`config.mk`:
```
export PLATFORM = sky130hd
export DESIGN_NAME = control_sequencer
export DESIGN_NICKNAME = d
export VERILOG_FILES = /design/src/rtl/cpu_ctrl_pkg.sv /design/src/rtl/control_sequencer_step_ring.sv /design/src/rtl/control_sequencer.sv
export SDC_FILE = /design/constraint.sdc
export NUM_CORES = 1
export LEC_CHECK = 0
export BUFFER_PORTS_ARGS = -buffer_cell sky130_fd_sc_hd__buf_2
export CAP_MARGIN = 20
export CELL_PAD_IN_SITES_DETAIL_PLACEMENT = 1
export CELL_PAD_IN_SITES_GLOBAL_PLACEMENT = 1
export CORE_MARGIN = 1.5
export CORE_UTILIZATION = 25
export DETAILED_ROUTE_END_ITERATION = 12
export PLACE_DENSITY_LB_ADDON = 0.15
export SYNTH_ARGS = -nofsm -noshare
export SYNTH_HDL_FRONTEND = slang
export SYNTH_SLANG_ARGS = --single-unit
```
`constraint.sdc`:
```
create_clock -name clk -period 1.16 [get_ports clk]
set_input_delay 0.116 -clock clk [delete_from_list [all_inputs] [get_ports clk]]
set_output_delay 0.116 -clock clk [all_outputs]
set_load 0.005 [all_outputs]
```
`src/rtl/cpu_ctrl_pkg.sv`:
```
// Shared opcode, step and control-word definitions for the 4-bit bus CPU sequencer.
// Conditional jumps (OP_JC/OP_JZ) are decoded only when CONTROLLER_JC_EN is defined.
package cpu_ctrl_pkg;

    localparam logic [3:0] OP_LDA = 4'h0;
    localparam logic [3:0] OP_ADD = 4'h1;
    localparam logic [3:0] OP_SUB = 4'h2;
    localparam logic [3:0] OP_STA = 4'h4;
    localparam logic [3:0] OP_LDI = 4'h5;
    localparam logic [3:0] OP_JMP = 4'h6;
    localparam logic [3:0] OP_JC  = 4'h7;
    localparam logic [3:0] OP_JZ  = 4'h8;
    localparam logic [3:0] OP_OUT = 4'hE;
    localparam logic [3:0] OP_HLT = 4'hF;

    typedef enum logic [2:0] {
        T0 = 3'd0,
        T1 = 3'd1,
        T2 = 3'd2,
        T3 = 3'd3,
        T4 = 3'd4
    } step_t;

    localparam int CW_MI    = 0;
    localparam int CW_RI    = 1;
    localparam int CW_RO    = 2;
    localparam int CW_IO    = 3;
    localparam int CW_II    = 4;
    localparam int CW_AI    = 5;
    localparam int CW_AO    = 6;
    localparam int CW_EO    = 7;
    localparam int CW_SU    = 8;
    localparam int CW_BI    = 9;
    localparam int CW_OI    = 10;
    localparam int CW_CE    = 11;
    localparam int CW_CO    = 12;
    localparam int CW_J     = 13;
    localparam int CW_FI    = 14;
    localparam int CW_WIDTH = 15;

    typedef logic [CW_WIDTH-1:0] ctrl_word_t;

    function automatic ctrl_word_t cw_bit(input int idx);
        return ctrl_word_t'(1) << idx;
    endfunction

endpackage

```
`src/rtl/control_sequencer_step_ring.sv`:
```
// Five-step machine-cycle counter with a sticky halt that freezes the step.
//
//   state | meaning
//   T0    | fetch: PC -> MAR
//   T1    | fetch: RAM -> IR, PC++
//   T2    | execute 1 (halt is requested here; frozen here while halted)
//   T3    | execute 2
//   T4    | execute 3, then wrap to T0
module step_ring
    import cpu_ctrl_pkg::*;
(
    input  logic       clk,
    input  logic       reset,
    input  logic       halt_req,
    output logic [2:0] step,
    output logic       halted
);

    step_t state;

    always_ff @(posedge clk or posedge reset) begin
        if (reset) begin
            state  <= T0;
            halted <= 1'b0;
        end else if (halted || halt_req) begin
            halted <= 1'b1;
        end else begin
            case (state)
                T0:      state <= T1;
                T1:      state <= T2;
                T2:      state <= T3;
                T3:      state <= T4;
                T4:      state <= T0;
                default: state <= T0;
            endcase
        end
    end

    assign step = state;

endmodule

```
`src/rtl/control_sequencer.sv`:
```
// Microcode decoder: maps (step, opcode, flags) to the bus control word each cycle.
// Define CONTROLLER_JC_EN to add carry_flag/zero_flag ports and the JC/JZ opcodes.
module control_sequencer (
    input  logic       clk,
    input  logic       reset,
`ifdef CONTROLLER_JC_EN
    input  logic       carry_flag,
    input  logic       zero_flag,
`endif
    input  logic [3:0] opcode,
    output logic [2:0] step,
    output logic       hlt,
    output logic       mi,
    output logic       ri,
    output logic       ro,
    output logic       io,
    output logic       ii,
    output logic       ai,
    output logic       ao,
    output logic       eo,
    output logic       su,
    output logic       bi,
    output logic       oi,
    output logic       ce,
    output logic       co,
    output logic       j,
    output logic       fi
);
    import cpu_ctrl_pkg::*;

    logic       halted;
    logic       halt_req;
    step_t      cur;
    ctrl_word_t cw;

    assign cur      = step_t'(step);
    assign halt_req = (cur == T2) && (opcode == OP_HLT);

    step_ring u_step_ring (
        .clk      (clk),
        .reset    (reset),
        .halt_req (halt_req),
        .step     (step),
        .halted   (halted)
    );

    always_comb begin
        cw = '0;
        case (cur)
            T0: cw = cw_bit(CW_CO) | cw_bit(CW_MI);
            T1: cw = cw_bit(CW_RO) | cw_bit(CW_II) | cw_bit(CW_CE);
            T2: begin
                case (opcode)
                    OP_LDA, OP_ADD, OP_SUB, OP_STA: cw = cw_bit(CW_IO) | cw_bit(CW_MI);
                    OP_LDI: cw = cw_bit(CW_IO) | cw_bit(CW_AI);
                    OP_JMP: cw = cw_bit(CW_IO) | cw_bit(CW_J);
`ifdef CONTROLLER_JC_EN
                    // Not-taken branches leave the PC at its T1-incremented value.
                    OP_JC: cw = carry_flag ? (cw_bit(CW_IO) | cw_bit(CW_J)) : ctrl_word_t'(0);
                    OP_JZ: cw = zero_flag  ? (cw_bit(CW_IO) | cw_bit(CW_J)) : ctrl_word_t'(0);
`endif
                    OP_OUT: cw = cw_bit(CW_AO) | cw_bit(CW_OI);
                    default: cw = '0;
                endcase
            end
            T3: begin
                case (opcode)
                    OP_LDA: cw = cw_bit(CW_RO) | cw_bit(CW_AI);
                    OP_ADD, OP_SUB: cw = cw_bit(CW_RO) | cw_bit(CW_BI);
                    OP_STA: cw = cw_bit(CW_AO) | cw_bit(CW_RI);
                    default: cw = '0;
                endcase
            end
            T4: begin
                case (opcode)
                    OP_ADD: cw = cw_bit(CW_EO) | cw_bit(CW_AI) | cw_bit(CW_FI);
                    OP_SUB: cw = cw_bit(CW_EO) | cw_bit(CW_SU) | cw_bit(CW_AI) | cw_bit(CW_FI);
                    default: cw = '0;
                endcase
            end
            default: cw = '0;
        endcase
        if (reset || halted) cw = '0;
    end

    // hlt rises in the T2 cycle itself so the upstream clock gate stops the next edge.
    assign hlt = ~reset & (halted | halt_req);

    assign mi = cw[CW_MI];
    assign ri = cw[CW_RI];
    assign ro = cw[CW_RO];
    assign io = cw[CW_IO];
    assign ii = cw[CW_II];
    assign ai = cw[CW_AI];
    assign ao = cw[CW_AO];
    assign eo = cw[CW_EO];
    assign su = cw[CW_SU];
    assign bi = cw[CW_BI];
    assign oi = cw[CW_OI];
    assign ce = cw[CW_CE];
    assign co = cw[CW_CO];
    assign j  = cw[CW_J];
    assign fi = cw[CW_FI];

    a_one_bus_driver: assert property (@(posedge clk) disable iff (reset)
        $onehot0({co, ro, io, ao, eo}));

endmodule
```
# After elaboration in Yosys (flattened, before gate mapping)

Cells that the tools add are included.

Memory bits (writable): 0
Register bits: 4
Input port bits: 6
Latch bits: 0
Memory bits (read-only): 0
Output and inout bits: 19
Memories: 0
Word-level logic and storage cells: 29

Mux-type cells: 6
Div/mod/pow operators: 0
Shift operators: 0
Multiply operators: 0
Reduce and logical (&&, ||, !) cells: 7
Bitwise logic cells: 3
Equality and inequality tests: 11
Magnitude comparators: 0
$add $sub $neg: 0

Operators with widths:

| operator                                      | count |
|---|---|
| case mux 15 bit (5 select lines)              | 1 |
| case mux 14 bit (4 select lines)              | 1 |
| case mux 10 bit (3 select lines)              | 1 |
| case mux 15 bit (2 select lines)              | 1 |
| 2-to-1 mux 15 bit                             | 1 |
| == test 4 x 3 -> 1 bit, second input constant | 3 |
| case mux 3 bit (4 select lines)               | 1 |
| == test 4 bit, second input constant          | 2 |
| == test 3 x 2 -> 1 bit, second input constant | 2 |
| == test 4 x 1 -> 1 bit, second input constant | 1 |
| == test 4 x 2 -> 1 bit, second input constant | 1 |
| zero test 4 bit                               | 1 |
| OR reduction 4 bit                            | 1 |
| == test 3 x 1 -> 1 bit, second input constant | 1 |
| == test 3 bit, second input constant          | 1 |
| zero test 3 bit                               | 1 |
| logical OR 1 bit                              | 2 |
| OR reduction 2 bit                            | 1 |
| AND 1 bit                                     | 1 |
| logical AND 1 bit                             | 1 |
| NOT 1 bit                                     | 1 |
| bitwise OR 1 bit                              | 1 |

# Longest topological paths before layout

Depth after elaboration: 5
Mapped depth: 5
Depth with buffers taken out: 3

# By module

A second synthesis with hierarchy kept.

Cells, all modules: 69
Area total of the unflattened synthesis: 550.5 um^2

By module, submodules not included:

| module            | instances | cells each | area an instance (um^2) | seq. area each (um^2) |
|---|---|---|---|---|
| control_sequencer | 1         | 55         | 379.1                   | 0.0 |
| step_ring         | 1         | 14         | 171.4                   | 100.1 |

# Least setup slack after synthesis

OpenSTA, ideal clock, no wires.

Kind: reg-to-output
Start point: register u_step_ring.state[2] (netlist: u_step_ring.step[2])
End point: output port ao
Slack: -198 ps
Required time: 1044 ps
Cell stages (with the launch flop): 5
Buffers on the path: 1
Data arrival time: 1242 ps
Cells stage by stage: dfrtp_1 buf_6 nand4b_4 or4_1 a21oi_1

Cells in the longest elaborated chain, start to end: 3
Elaborated cells between the ends (all ways): 7
Classes of those cells: 4 x eq/ne; 2 x mux; 1 x reduce/logical

RTL lines:

| what                                  | line                              | text |
|---|---|---|
| start, declared                       | control_sequencer_step_ring.sv:19 | `step_t state;` |
| start signal, assigned                | control_sequencer_step_ring.sv:23 | `state <= T0;` |
| start signal, assigned                | control_sequencer_step_ring.sv:29 | `T0: state <= T1;` |
| start signal, assigned                | control_sequencer_step_ring.sv:30 | `T1: state <= T2;` |
| == test 3 bit (tied with other cells) | control_sequencer.sv:49           | `case (cur)` |
| case mux 15 bit (5 select lines) (*)  | control_sequencer.sv:49           |  |
| 2-to-1 mux 15 bit (*)                 | control_sequencer.sv:83           | `if (reset \|\| halted) cw = '0;` |
| end, declared                         | control_sequencer.sv:19           | `output logic ao,` |

Every way passes the cells marked *; elsewhere a longest branch is shown, timed or not.

# Final worst setup path

Same ends and word-level chain as after synthesis.

==> metrics.yaml <==
setup_path:
  start_kind: "flop"
  critPathLaunch: "u_step_ring.step[2]$_DFFE_PP0P_"
  crit_path_end_kind: "output pin"
  critPathKind: "flop to output pin"
  cp_max_fo: 4
  reg2reg_slack_ns: -0.17
  crit_end: "ao"
  cp.arrival_ns: 1.48
  r2r_start: "u_step_ring.step[0]$_DFFE_PP0P_"
  required_ns: 1.04
  timing.rr.end: "u_step_ring.step[0]$_DFFE_PP0P_"
  r2r_cells: 3
power_and_ir_drop:
  ir_worst_vdd_v: 0.00108
  pwr-share-clk: 0.103
  combPwrFrac: 0.706
  p_seq_frac: 0.191
  p_per_area_nw_per_um2: 2020
  switching_share: 0.425
  cellInternalPower_w: 0.000932
  power.total_w: 0.00162
  p_switching_w: 0.000690
  p_leak_nw: 0.390
global_routing:
  antenna_found_initial: 0
  grt_pass1_wl_um: 2600
  grt_pass1_vias: 579
  grt_max_degree: 10
  track_usage: 0.172
  grt_overflow_total: 0
floorplan:
  die-area_sq_um: 2160
  io_pins: 25
  initial_core_util: 0.270
  die_h_um: 46.4
  rows: 15
  core_area_sq_um: 1750
  die_w_um: 46.4
drt:
  routedWlPerCell_um: 13.3
  viasPerCell: 4.77
  num_vias: 615
  drt_wl_total_um: 1720
  drc: 0
  detail_route.first_pass.iterations: 4
  ant_nets: 0
  drt_iter0_drc: 8
clock_network:
  cts_buffer_depth: 2
  htreeDepth: 1
  clk_pin_slew_ns: 0.04
  cts_root_buf: "clkbuf_4"
  clk_latency_ns: 0.23
  tritoncts: "built"
  cts_made_buffers: 3
  clock_sinks: 4
synthesis:
  synth_top_area_share: 0.212
  synth.largest_area_cell: "dfrtp_1"
  synthesis.area_sq_um: 472
  yosys-top-cells-area: "dfrtp_1 21%, nor2_1 9.5%, nand2_1 8.0%, a21oi_1 6.4%, nand4b_4 5.0%"
  ys_warn_count: 0
  ys_ff_latch: 4
  synthesis.nets: 74
  ys_types: 27
  postSynthAreaPerCell_sq_um: 6.94
  syn_inst: 68
  seq_area_frac_synth: 0.212
finish:
  area_growth_pct: 70.3
  final_cell_mix: "23 x buf_2, 11 x buf_4, 10 x nor2_1, 9 x nand2_1, 5 x buf_6"
  final_layout_size_suffix_gt1_frac: 0.587
  antenna_cells: 0
  layout.nets: 112
  mostFrequentLayoutCell: "buf_2"
  final_area_sq_um: 803
timing:
  slew_headroom: 0.806
  post-route-worst-setup-slack_ns: -0.433
  tns_ns: -4.47
  fin_crit_sh: 1.37
  hold_slack_ns: 0.379
  clock_skew_ns: 0.00305
  rsz0062_at_grt: "true"
  max_clock_freq_mhz: 628
  tightest_slew_ns: 0.286
  setup_viol: 21
  report.final.slew_viol_count: 0
  finalHoldViolCount: 0
  layout_min_cycle_time_ns: 1.59
placed_design:
  place_ws_ns: -0.184
  port_buffers: 24
  gp_congestion: 0.745
  dpl.hpwl_um: 1260
  place_area_sq_um: 657
status:
  violations: "setup timing"
  outcome: "finished, violations left"
job:
  maxCapViolations: 0
hold_path:
  worstHoldPathType: "primary input to async pin"
[metrics by stage]
step / std cells / utilization
floorplan: 68 / -
global placement: 120 / 0.376
detailed placement: 120 / 0.376
CTS: 128 / 0.444
global route: 129 / 0.460
finish: 129 / 0.460
[sequential cells by signal (all words and copies together) (netlist names)]
| signal | cells |
|---|---|
| u_step_ring.halted | 1 |
| u_step_ring.step | 3 |
[logic make-up (layout without fill, tap and decap cells)]
| kind of cell | count (synthesis) | in the layout | synth area share |
|---|---|---|---|
| simple gates | 39 | 39 | 0.462 |
| compound gates | 13 | 13 | 0.175 |
| buf+inv | 11 | 47 | 0.133 |
| flops | 4 | 4 | 0.212 |
| xor+xnor | 1 | 1 | 0.0186 |
[layout make-up]
cell class / count / area, sq um
Fill cell: 238 / 942
Multi-Input combinational cell: 53 / 363
Timing Repair Buffer: 40 / 264
Sequential cell: 4 / 103
Tap cell: 25 / 31.3
Clock buffer: 3 / 22.5
Inverter: 4 / 20.0
[cell usage after synthesis]
master / n
nor2_1: 12
a21oi_1: 6
and3b_1: 1
or4_1: 1
o21bai_1: 1
o21ai_0: 4
nand4_1: 1
buf_6: 1
or3_1: 2
nand2_1: 10
nand3b_1: 1
nand3_1: 3
buf_4: 3
nor4b_1: 1
a41oi_2: 1
nand4b_4: 1
clkbuf_1: 1
nor3_1: 1
nor3b_1: 2
and4bb_1: 1
dfrtp_1: 4
nor4_1: 1
inv_1: 4
nor2b_1: 1
xor2_1: 1
a22o_1: 1
buf_2: 2
[power by group through the flow]
| stage | Sequential, W | Combinational, W | Clock, W |
|---|---|---|---|
| floorplan | 0.000287 | 0.000478 | 0 |
| global placement | 0.000279 | 0.000816 | 0 |
| detailed placement | 0.000290 | 0.000820 | 0 |
| CTS | 0.000309 | 0.00111 | 0.000172 |
| global route | 0.000320 | 0.00124 | 0.000182 |
| finish | 0.000310 | 0.00115 | 0.000168 |
[critical path, stage by stage, from the launching register on]
cell	delay, ns
dfrtp_1	0.40
nand4b_4	0.19
or4_4	0.43
a21oi_2	0.12
buf_2	0.11
[per-layer routing]
metal	vias up	wire, um	track usage
met3	0	74	0.0196
li1	310	-	-
met4	0	0	0.0514
met1	288	771	0.222
met5	-	0	0
met2	17	872	0.294
[worst min-delay path by stage]
stage	slack, ns	start	cells past startpoint	end
final	0.38	reset	3	u_step_ring.step[2]$_DFFE_PP0P_
after global routing	0.40	reset	3	u_step_ring.halted$_DFFE_PP0N_
after CTS	0.38	reset	3	u_step_ring.halted$_DFFE_PP0N_
after detailed placement	0.04	reset	2	u_step_ring.halted$_DFFE_PP0N_
after global placement	0.03	reset	2	u_step_ring.halted$_DFFE_PP0N_
after floorplan	-0.12	reset	1	u_step_ring.halted$_DFFE_PP0N_
[timing repair]
item                                    in CTS  in global routing
hold buffers                                 1                  0
gates cloned                                 0                  0
endpoints found under the setup margin      19                 22
pin swaps                                   10                  5
endpoints found under the hold margin        4                  0
buffers inserted                             5                  2
gates resized for setup                     21                  8
Note: power is estimated with default switching activity, not from simulation.
